`config.mk`:
```
export PLATFORM = sky130hd
export DESIGN_NAME = pid_controller_seq
export DESIGN_NICKNAME = d
export VERILOG_FILES = /design/src/rtl/pid_pkg.sv /design/src/rtl/pid_saturate.sv /design/src/rtl/pid_controller_seq.sv
export SDC_FILE = /design/constraint.sdc
export NUM_CORES = 2
export LEC_CHECK = 0
export ABC_AREA = 1
export BUFFER_PORTS_ARGS = -buffer_cell sky130_fd_sc_hd__clkbuf_2
export CORE_MARGIN = 2
export CORE_UTILIZATION = 40
export CTS_CLUSTER_SIZE = 24
export DETAILED_ROUTE_END_ITERATION = 7
export HOLD_SLACK_MARGIN = 0.06
export MAX_ROUTING_LAYER = met4
export SLEW_MARGIN = 20
export SYNTH_ARGS = -nofsm -noshare
export SYNTH_HDL_FRONTEND = slang
export SYNTH_SLANG_ARGS = --single-unit
```
`constraint.sdc`:
```
create_clock -name clock -period 10.7 [get_ports clock]
set_input_delay 2.14 -clock clock [delete_from_list [all_inputs] [get_ports clock]]
set_output_delay 2.14 -clock clock [all_outputs]
set_load 0.02 [all_outputs]
```
`src/rtl/pid_pkg.sv`:
```
// Shared types and sizing helpers for the sequential PID controller.
package pid_pkg;

  // One state per use of the shared multiplier, plus the final sum/saturate step.
  typedef enum logic [2:0] {
    IDLE,
    MUL_P,
    MUL_I,
    MUL_D,
    SUM
  } state_t;

  // Guard bits above DATA_W+GAIN_W so that P + I + D can never wrap.
  localparam int ACC_HEADROOM = 4;

  function automatic bit acc_w_ok(input int acc_w, input int data_w, input int gain_w);
    return acc_w >= data_w + gain_w + ACC_HEADROOM;
  endfunction

endpackage

```
`src/rtl/pid_saturate.sv`:
```
// Signed clip of an IN_W value into [MIN, MAX], narrowed to OUT_W bits,
// with flags telling which limit was hit.
module pid_saturate #(
  parameter int     IN_W  = 40,
  parameter int     OUT_W = 16,
  parameter longint MAX   = 32767,
  parameter longint MIN   = -32768
) (
  input  logic signed [IN_W-1:0]  i_val,
  output logic signed [OUT_W-1:0] o_val,
  output logic                    o_hi,
  output logic                    o_lo
);

  localparam logic signed [IN_W-1:0] LIM_HI = IN_W'(MAX);
  localparam logic signed [IN_W-1:0] LIM_LO = IN_W'(MIN);

  // Compare at full width, then narrow; the limits always fit in OUT_W.
  always_comb begin
    o_hi = (i_val > LIM_HI);
    o_lo = (i_val < LIM_LO);
    if (o_hi) begin
      o_val = LIM_HI[OUT_W-1:0];
    end else if (o_lo) begin
      o_val = LIM_LO[OUT_W-1:0];
    end else begin
      o_val = i_val[OUT_W-1:0];
    end
  end

endmodule

```
`src/rtl/pid_controller_seq.sv`:
```
// Sequential signed PID controller: one accepted sample produces one control
// update five cycles later, using a single multiplier shared by P, I and D.
module pid_controller_seq
  import pid_pkg::*;
#(
  parameter int DATA_W  = 16,
  parameter int GAIN_W  = 16,
  parameter int FRAC_W  = 8,
  parameter int ACC_W   = 40,
  parameter int INT_LIM = 2 ** 20,
  parameter int OUT_MIN = -(2 ** (DATA_W - 1)),
  parameter int OUT_MAX = (2 ** (DATA_W - 1)) - 1
) (
  input  logic                     clock,
  input  logic                     reset_n,
  input  logic                     in_valid,
  output logic                     in_ready,
  input  logic signed [DATA_W-1:0] setpoint,
  input  logic signed [DATA_W-1:0] process_value,
  input  logic        [GAIN_W-1:0] kp,
  input  logic        [GAIN_W-1:0] ki,
  input  logic        [GAIN_W-1:0] kd,
  input  logic                     integ_clr,
  output logic                     out_valid,
  output logic signed [DATA_W-1:0] control_output,
  output logic                     sat_hi,
  output logic                     sat_lo
);

  localparam int EXT_E = ACC_W - DATA_W - 1;
  localparam int EXT_D = ACC_W - DATA_W - 2;
  localparam int EXT_G = ACC_W - GAIN_W;

  if (!acc_w_ok(ACC_W, DATA_W, GAIN_W)) begin : g_acc_w_check
    $error("pid_controller_seq: ACC_W too narrow for DATA_W + GAIN_W");
  end

  state_t                    r_state, w_next;
  logic signed [DATA_W:0]    r_err, r_prev_err;
  logic        [GAIN_W-1:0]  r_kp, r_ki, r_kd;
  logic signed [ACC_W-1:0]   r_acc, r_integral;
  logic signed [DATA_W-1:0]  r_out;
  logic                      r_sat_hi, r_sat_lo, r_out_valid;

  logic                      w_accept, w_skip;
  logic signed [DATA_W+1:0]  w_d;
  logic signed [ACC_W-1:0]   w_err_ext, w_d_ext, w_int_sum, w_int_clip, w_int_new;
  logic signed [ACC_W-1:0]   w_mul_a, w_mul_b, w_prod, w_shifted;
  logic signed [DATA_W-1:0]  w_out;
  logic                      w_int_hi, w_int_lo, w_out_hi, w_out_lo;

  // Drop FRAC_W fraction bits; arithmetic shift rounds toward -inf.
  function automatic logic signed [ACC_W-1:0] floor_shift(input logic signed [ACC_W-1:0] v);
    return v >>> FRAC_W;
  endfunction

  assign w_accept  = in_valid && in_ready;
  assign w_err_ext = {{EXT_E{r_err[DATA_W]}}, r_err};
  assign w_d       = {r_err[DATA_W], r_err} - {r_prev_err[DATA_W], r_prev_err};
  assign w_d_ext   = {{EXT_D{w_d[DATA_W+1]}}, w_d};
  // Anti-windup: do not push the integrator further into a saturated output.
  assign w_skip    = (r_sat_hi && !r_err[DATA_W] && (r_err != '0)) || (r_sat_lo && r_err[DATA_W]);
  assign w_int_sum = w_skip ? r_integral : r_integral + w_err_ext;
  assign w_int_new = (w_int_hi || w_int_lo) ? w_int_clip : w_int_sum;
  assign w_prod    = w_mul_a * w_mul_b;
  assign w_shifted = floor_shift(r_acc);

  pid_saturate #(
    .IN_W (ACC_W),
    .OUT_W(ACC_W),
    .MAX  (INT_LIM),
    .MIN  (-INT_LIM)
  ) u_int_clamp (
    .i_val(w_int_sum),
    .o_val(w_int_clip),
    .o_hi (w_int_hi),
    .o_lo (w_int_lo)
  );

  pid_saturate #(
    .IN_W (ACC_W),
    .OUT_W(DATA_W),
    .MAX  (OUT_MAX),
    .MIN  (OUT_MIN)
  ) u_out_sat (
    .i_val(w_shifted),
    .o_val(w_out),
    .o_hi (w_out_hi),
    .o_lo (w_out_lo)
  );

  // State register; reset aborts any update in flight.
  always_ff @(posedge clock) begin
    if (!reset_n) r_state <= IDLE;
    else          r_state <= w_next;
  end

  // Fixed walk through the multiplier slots once a sample is taken.
  always_comb begin
    w_next = r_state;
    case (r_state)
      IDLE:    if (w_accept) w_next = MUL_P;
      MUL_P:   w_next = MUL_I;
      MUL_I:   w_next = MUL_D;
      MUL_D:   w_next = SUM;
      SUM:     w_next = IDLE;
      default: w_next = IDLE;
    endcase
  end

  // Handshake and shared-multiplier operand selection per state.
  always_comb begin
    in_ready = reset_n && (r_state == IDLE);
    w_mul_a  = {{EXT_G{1'b0}}, r_kp};
    w_mul_b  = w_err_ext;
    case (r_state)
      MUL_I: begin
        w_mul_a = {{EXT_G{1'b0}}, r_ki};
        w_mul_b = w_int_new;
      end
      MUL_D: begin
        w_mul_a = {{EXT_G{1'b0}}, r_kd};
        w_mul_b = w_d_ext;
      end
      default: ;
    endcase
  end

  // Controller state and outputs: integrator, previous error, result and flags.
  always_ff @(posedge clock) begin
    if (!reset_n) begin
      r_integral  <= '0;
      r_prev_err  <= '0;
      r_out       <= '0;
      r_sat_hi    <= 1'b0;
      r_sat_lo    <= 1'b0;
      r_out_valid <= 1'b0;
    end else begin
      r_out_valid <= (r_state == SUM);
      if (w_accept && integ_clr) begin
        r_integral <= '0;
        r_prev_err <= '0;
      end
      if (r_state == MUL_I) r_integral <= w_int_new;
      if (r_state == SUM) begin
        r_out      <= w_out;
        r_sat_hi   <= w_out_hi;
        r_sat_lo   <= w_out_lo;
        r_prev_err <= r_err;
      end
    end
  end

  // Sample capture and product accumulation; pure data, no reset needed.
  always_ff @(posedge clock) begin
    if (w_accept) begin
      r_err <= {setpoint[DATA_W-1], setpoint} - {process_value[DATA_W-1], process_value};
      r_kp  <= kp;
      r_ki  <= ki;
      r_kd  <= kd;
    end
    case (r_state)
      MUL_P:        r_acc <= w_prod;
      MUL_I, MUL_D: r_acc <= r_acc + w_prod;
      default:      r_acc <= r_acc;
    endcase
  end

  assign out_valid      = r_out_valid;
  assign control_output = r_out;
  assign sat_hi         = r_sat_hi;
  assign sat_lo         = r_sat_lo;

endmodule

```
=== Word-level counts from Yosys, hierarchy flattened ===
Cells that the tools add are included.

* Logic and storage cells: 56
* Bits in registers: 184
* Input bits: 84
* Output and inout bits: 20

* Multiply operators: 1
* Reduce and logical (&&, ||, !) cells: 15
* Magnitude comparators: 4
* $add $sub $neg: 4
* Eq/ne operators: 5
* Muxes and demuxes: 15

{| class="wikitable"
|+ Operator list
! operator !! number
|-
| $mux W40 || 6
|-
| $pmux W40 S2 || 2
|-
| $add A40 B17 Y40 || 1
|-
| $add A40 B40 Y40 || 1
|-
| $gt A40 B22 Y1 const B || 1
|-
| $lt A40 B21 Y1 const B || 1
|-
| $mul A40 B40 Y40 || 1
|-
| $mux W17 || 2
|-
| $gt A32 B16 Y1 const B || 1
|-
| $lt A32 B16 Y1 const B || 1
|-
| $mux W16 || 2
|-
| $pmux W16 S2 || 1
|-
| $sub A17 B17 Y18 || 1
|-
| $reduce_bool A17 Y1 || 1
|-
| $sub A16 B16 Y17 || 1
|-
| $pmux W3 S4 || 1
|-
| $eq A3 B2 Y1 const B || 2
|-
| $logic_and A1 B1 Y1 || 6
|-
| $reduce_bool A2 Y1 || 3
|-
| $eq A3 B1 Y1 const B || 1
|-
| $eq A3 B3 Y1 const B || 1
|-
| $logic_not A3 Y1 || 1
|-
| $mux W3 || 1
|-
| $logic_or A1 B1 Y1 || 2
|-
| other kinds (3) || 3
|}

=== Logic depth before layout (Yosys ltp) ===
* Depth after elaboration: 13
* Depth in mapped cells: 78
* Depth with buffers taken out: 76

=== By module ===
Synthesis repeated with hierarchy kept, for this count alone.

* Cell total of the unflattened synthesis: 4391
* Area, all modules: 31746.7 µm²

{| class="wikitable"
|+ By module, submodules not included
! module !! area an instance (µm²) !! seq. area each (µm²) !! cells each !! times used
|-
| pid_controller_seq || 30528.0 || 4734.5 || 4153 || 1
|-
| pid_saturate at u_int_clamp || 883.3 || 0.0 || 157 || 1
|-
| pid_saturate at u_out_sat || 335.3 || 0.0 || 81 || 1
|}

=== Worst setup path after synthesis ===
No wires, ideal clock.

* Kind: reg-to-reg
* Start: register r_err[16]
* End: register r_acc[39] (data pin)
* Path buffers: 3
* Arrival time: 10862 ps
* Clock period less this slack: 11111 ps
* Setup time: 249 ps
* Data required time: 10451 ps
* Path slack: -411 ps
* Stages on the path, launching flop included: 66
* Cell sequence: edfxtp_1 -> ha_1 -> nand2_1 -> inv_1 -> nand2_1 -> nand2_1 -> a21oi_1 -> nand3_2 -> nand2_1 -> nand2_1 -> a21oi_1 -> or2_1 -> nand3_2 -> xor2_4 -> nor4_1 -> nand3_1 -> ha_1 -> buf_2 -> [30 not listed] -> nor2_1 -> o21ai_0 -> xor2_1 -> ha_1 -> inv_1 -> o21bai_1 -> a221oi_1 -> nand2_1 -> nand2_1 -> nand2_1 -> nor2_1 -> inv_1 -> nand2_1 -> nand2_1 -> inv_1 -> nand2_1 -> nand2_1 -> inv_1

* Word-level cells in the longest chain between the ends: 13
* Elaborated cells on any way between the ends: 19
* Those cells by class: add/sub: 3; mul: 1; order compare: 2; mux: 6; reduce/logical: 7

{| class="wikitable"
|+ RTL lines
! item !! RTL line !! RTL
|-
| start: declaration || pid_controller_seq.sv:39 || <nowiki>logic signed [DATA_W:0] r_err, r_prev_err;</nowiki>
|-
| start signal: assignment || pid_controller_seq.sv:157 || <nowiki>r_err <= {setpoint[DATA_W-1], setpoint} - {process_value[DATA_W-1], process_value};</nowiki>
|-
| branches (longest 9 deep; another with $add A40 B17 Y40) || -- ||
|-
| $pmux W40 S2 (*) || pid_controller_seq.sv:116 || <nowiki>case (r_state)</nowiki>
|-
| $mul A40 B40 Y40 (*) || pid_controller_seq.sv:65 || <nowiki>assign w_prod = w_mul_a * w_mul_b;</nowiki>
|-
| $add A40 B40 Y40 || pid_controller_seq.sv:164 || <nowiki>MUL_I, MUL_D: r_acc <= r_acc + w_prod;</nowiki>
|-
| $pmux W40 S2 (*) || pid_controller_seq.sv:162 || <nowiki>case (r_state)</nowiki>
|-
| end signal: assignment || pid_controller_seq.sv:163 || <nowiki>MUL_P: r_acc <= w_prod;</nowiki>
|-
| end signal: assignment || pid_controller_seq.sv:164 ||
|-
| end signal: assignment || pid_controller_seq.sv:165 || <nowiki>default: r_acc <= r_acc;</nowiki>
|-
| end: declaration || pid_controller_seq.sv:41 || <nowiki>logic signed [ACC_W-1:0] r_acc, r_integral;</nowiki>
|}

Every way passes the cells marked *.
A chain may end at the register's enable or synchronous reset.

=== Worst setup path in the final report ===
Ends and elaborated chain as after synthesis.

==> flow_summary.toml <==
[yosys]
synth_flop_cell = "edfxtp_1"
ys_warn_count = 0
yosys-top-cells-area = "fa_1 (28%), nand2_1 (13%), inv_1 (11%)"
async_flop_share = 0
synthTopCellsByCount = "nand2_1 (1025), inv_1 (859), fa_1 (420), nor2_1 (390), ha_1 (219)"
ys_types = 60
syn_avg_cell_area_um2 = 7.41
ys_seq_area_frac = 0.157
synth_top_area_share = 0.279
synth_nets = 4789
synth-seq-cells = 184
synth_area_um2 = 30100
synth_top_area_cell = "fa_1"
netlist_instances = 4066
synth_edf_count = 105
yosysMostFrequentCell = "nand2_1"

[worst_hold_path]
min_from = "control_output[9]"
min_to = "control_output[9]"
worstHoldPathType = "flop to flop"
hold_depth = 2

[critical_path]
slowest_stage = "fa_1"
crit_path_end_kind = "flop"
slowest_delay_ns = 0.55
worstPathBufferInverterCount = 16
critPathLaunchType = "flop"
reg2reg_from = "r_err[16]"
cp.arrival_ns = 11.26
reg2reg_depth = 66
r2r_setup_slack_ns = -0.28
critPathRequiredTime_ns = 10.98
r2r_end = "r_acc[39]"
critPathTopFamily = "adder cells"
crit_top_cell = "nand2_1"
worstPathMaxFanout = 7
critPathKind = "flop to flop"

[cells_and_area]
fin_util = 0.538
multi_input_area_um2 = 23600
final_layout_size_suffix_gt1_frac = 0.280
num-fill-cells = 7143
final_nets = 5570
final_cells = 5830
regArea_um2 = 4730
area_delta_synth_final_pct = 33.0

[floorplanning]
initial_utilization = 0.404
dieArea_um2 = 77500
ios = 104
coreArea_um2 = 74400
fp-row-count = 100
die_y_um = 278
die_x_um = 278

[clock_network]
cts_buffer_depth = 2
numCtsBuffers = 17
clockRootBuffer = "clkbuf_16"
clk_pin_slew_ns = 0.09
ctsHoldBuffers = 0
cts_sinks = 184
htreeDepth = 4
clock_latency_ns = 0.52
cts_tree = "yes"

[route]
drtPass1Iterations = 6
ant_nets = 0
routedLengthMet1_mm = 45.1
drc = 0
wirelength_mm = 106
vias = 29059
drtIter0Drc = 1953
route.met2.wl_mm = 50.3
vias_per_cell = 4.98
wl_per_cell_um = 18.2
top_layer = "met4"
wl_met3_mm = 6.09

[sta]
timing.final.crit_share = 1.03
tightest_slew_ns = 0.937
slew_headroom = 0.375
hold_viol = 0
setup_viol = 1
fin_skew_ns = 0.0196
period_needed_ns = 10.98
fin_ws_ns = -0.278
max_freq_ghz = 0.0911
slew_viol_final = 0
rsz0062_at_grt = "yes"

[place]
dpl.hpwl_mm = 87.2
io_buffers = 103
dp_cells = 5699
gp_congestion = 0.977

[flow_run]
max-cap-violations = 0

[grt]
grt_pass1_wl_mm = 165
overflow = 0
grt_max_degree = 67
grt_use_total = 0.287
antenna_found_initial = 4
grt_pass1_vias = 29720

[outcome]
status = "finished, violations left"
violations = "setup timing"
## cells by family after synthesis
family	after synthesis	synth area share
simple gates	1686	0.229
buf+inv	1007	0.128
fa+ha+maj	639	0.370
compound gates	473	0.0930
flops	184	0.157
xor+xnor	77	0.0230
## metrics by stage
| step | instance area, µm² | TNS [ns] | hold WS [ns] | setup WS [ns] |
|---|---|---|---|---|
| final | 40100 | -0.278 | 0.466 | -0.278 |
| after global routing | 40100 | -5.43 | 0.490 | -0.910 |
| after CTS | 38700 | -0.124 | 0.470 | -0.124 |
| after detailed placement | 37000 | -5.99 | 0.458 | -0.922 |
| after global placement | 37000 | -4.84 | 0.458 | -0.813 |
| after floorplan | 30600 | -0.00467 | 0.457 | -0.00467 |
## state kept, by name (all words and copies together) (netlist names)
| name | count |
|---|---|
| sat_hi | 1 |
| r_kd | 16 |
| r_acc | 40 |
| sat_lo | 1 |
| r_state | 3 |
| r_kp | 16 |
| r_err | 17 |
| out_valid | 1 |
| r_ki | 16 |
| control_output | 16 |
| r_prev_err | 17 |
| r_integral | 40 |
## cell usage in the layout (no fill, tap or decap), types with 16 or more instances in the layout
| cell | instances |
|---|---|
| nand2_1 | 957 |
| inv_1 | 824 |
| buf_4 | 724 |
| fa_1 | 407 |
| nor2_1 | 329 |
| ha_1 | 170 |
| a21oi_1 | 168 |
| nand3_1 | 120 |
| edfxtp_1 | 105 |
| clkbuf_2 | 103 |
| o21ai_0 | 87 |
| dfxtp_1 | 79 |
| nand2_2 | 77 |
| nor2_2 | 48 |
| inv_2 | 48 |
| nand3_2 | 43 |
| ha_4 | 40 |
| xor2_1 | 36 |
| a21oi_2 | 33 |
| buf_6 | 27 |
| o21a_1 | 26 |
| xnor2_1 | 22 |
| o21ai_2 | 19 |
| nand4_1 | 19 |
| clkinv_1 | 19 |
| nor2_4 | 18 |
| clkbuf_16 | 17 |
| or2_2 | 16 |
## area by class of cell
cell class | instances | share of cell area
flip-flops and latches | 184 | 0.118
clock inverters | 15 | 0.00478
diodes | 1 | 0.0000625
multi-input cells | 2875 | 0.588
inverters | 901 | 0.0851
clock buffers | 17 | 0.0106
repair buffers | 868 | 0.163
well taps | 969 | 0.0303
## timing repair
item                                    4_1_cts  5_1_grt
cloned                                        2        0
buffers inserted                             47       52
resized for setup                           194      219
pin swaps                                   125       96
endpoints found under the setup margin       14       20
## tightest hold or removal path, stage by stage, from the launching register on
cell     delay [ns]
dfxtp_1        0.31
nand2_1        0.06
a21oi_1        0.05
## routing by layer
layer  up-vias  global-route usage
met5         -                   -
met4         0               0.110
met3       178              0.0418
met2       765               0.472
met1     14110               0.357
li1      14006                   -
## how the worst max path moves through the flow
stage | cells past startpoint | to | startpoint | slack [ns]
3_3_place_gp | 61 | r_acc[39] | r_err[16] | -0.81
6_report | 66 | r_acc[39] | r_err[16] | -0.28
2_1_floorplan | 65 | r_acc[39] | r_err[16] | -0.005
4_1_cts | 68 | r_acc[39] | r_err[16] | -0.12
3_5_place_dp | 59 | r_acc[39] | r_err[16] | -0.92
5_1_grt | 72 | r_acc[39] | r_err[16] | -0.91
Power is not shown: default switching activity piles up to over one toggle a cycle in this logic, so the estimate is an artifact.
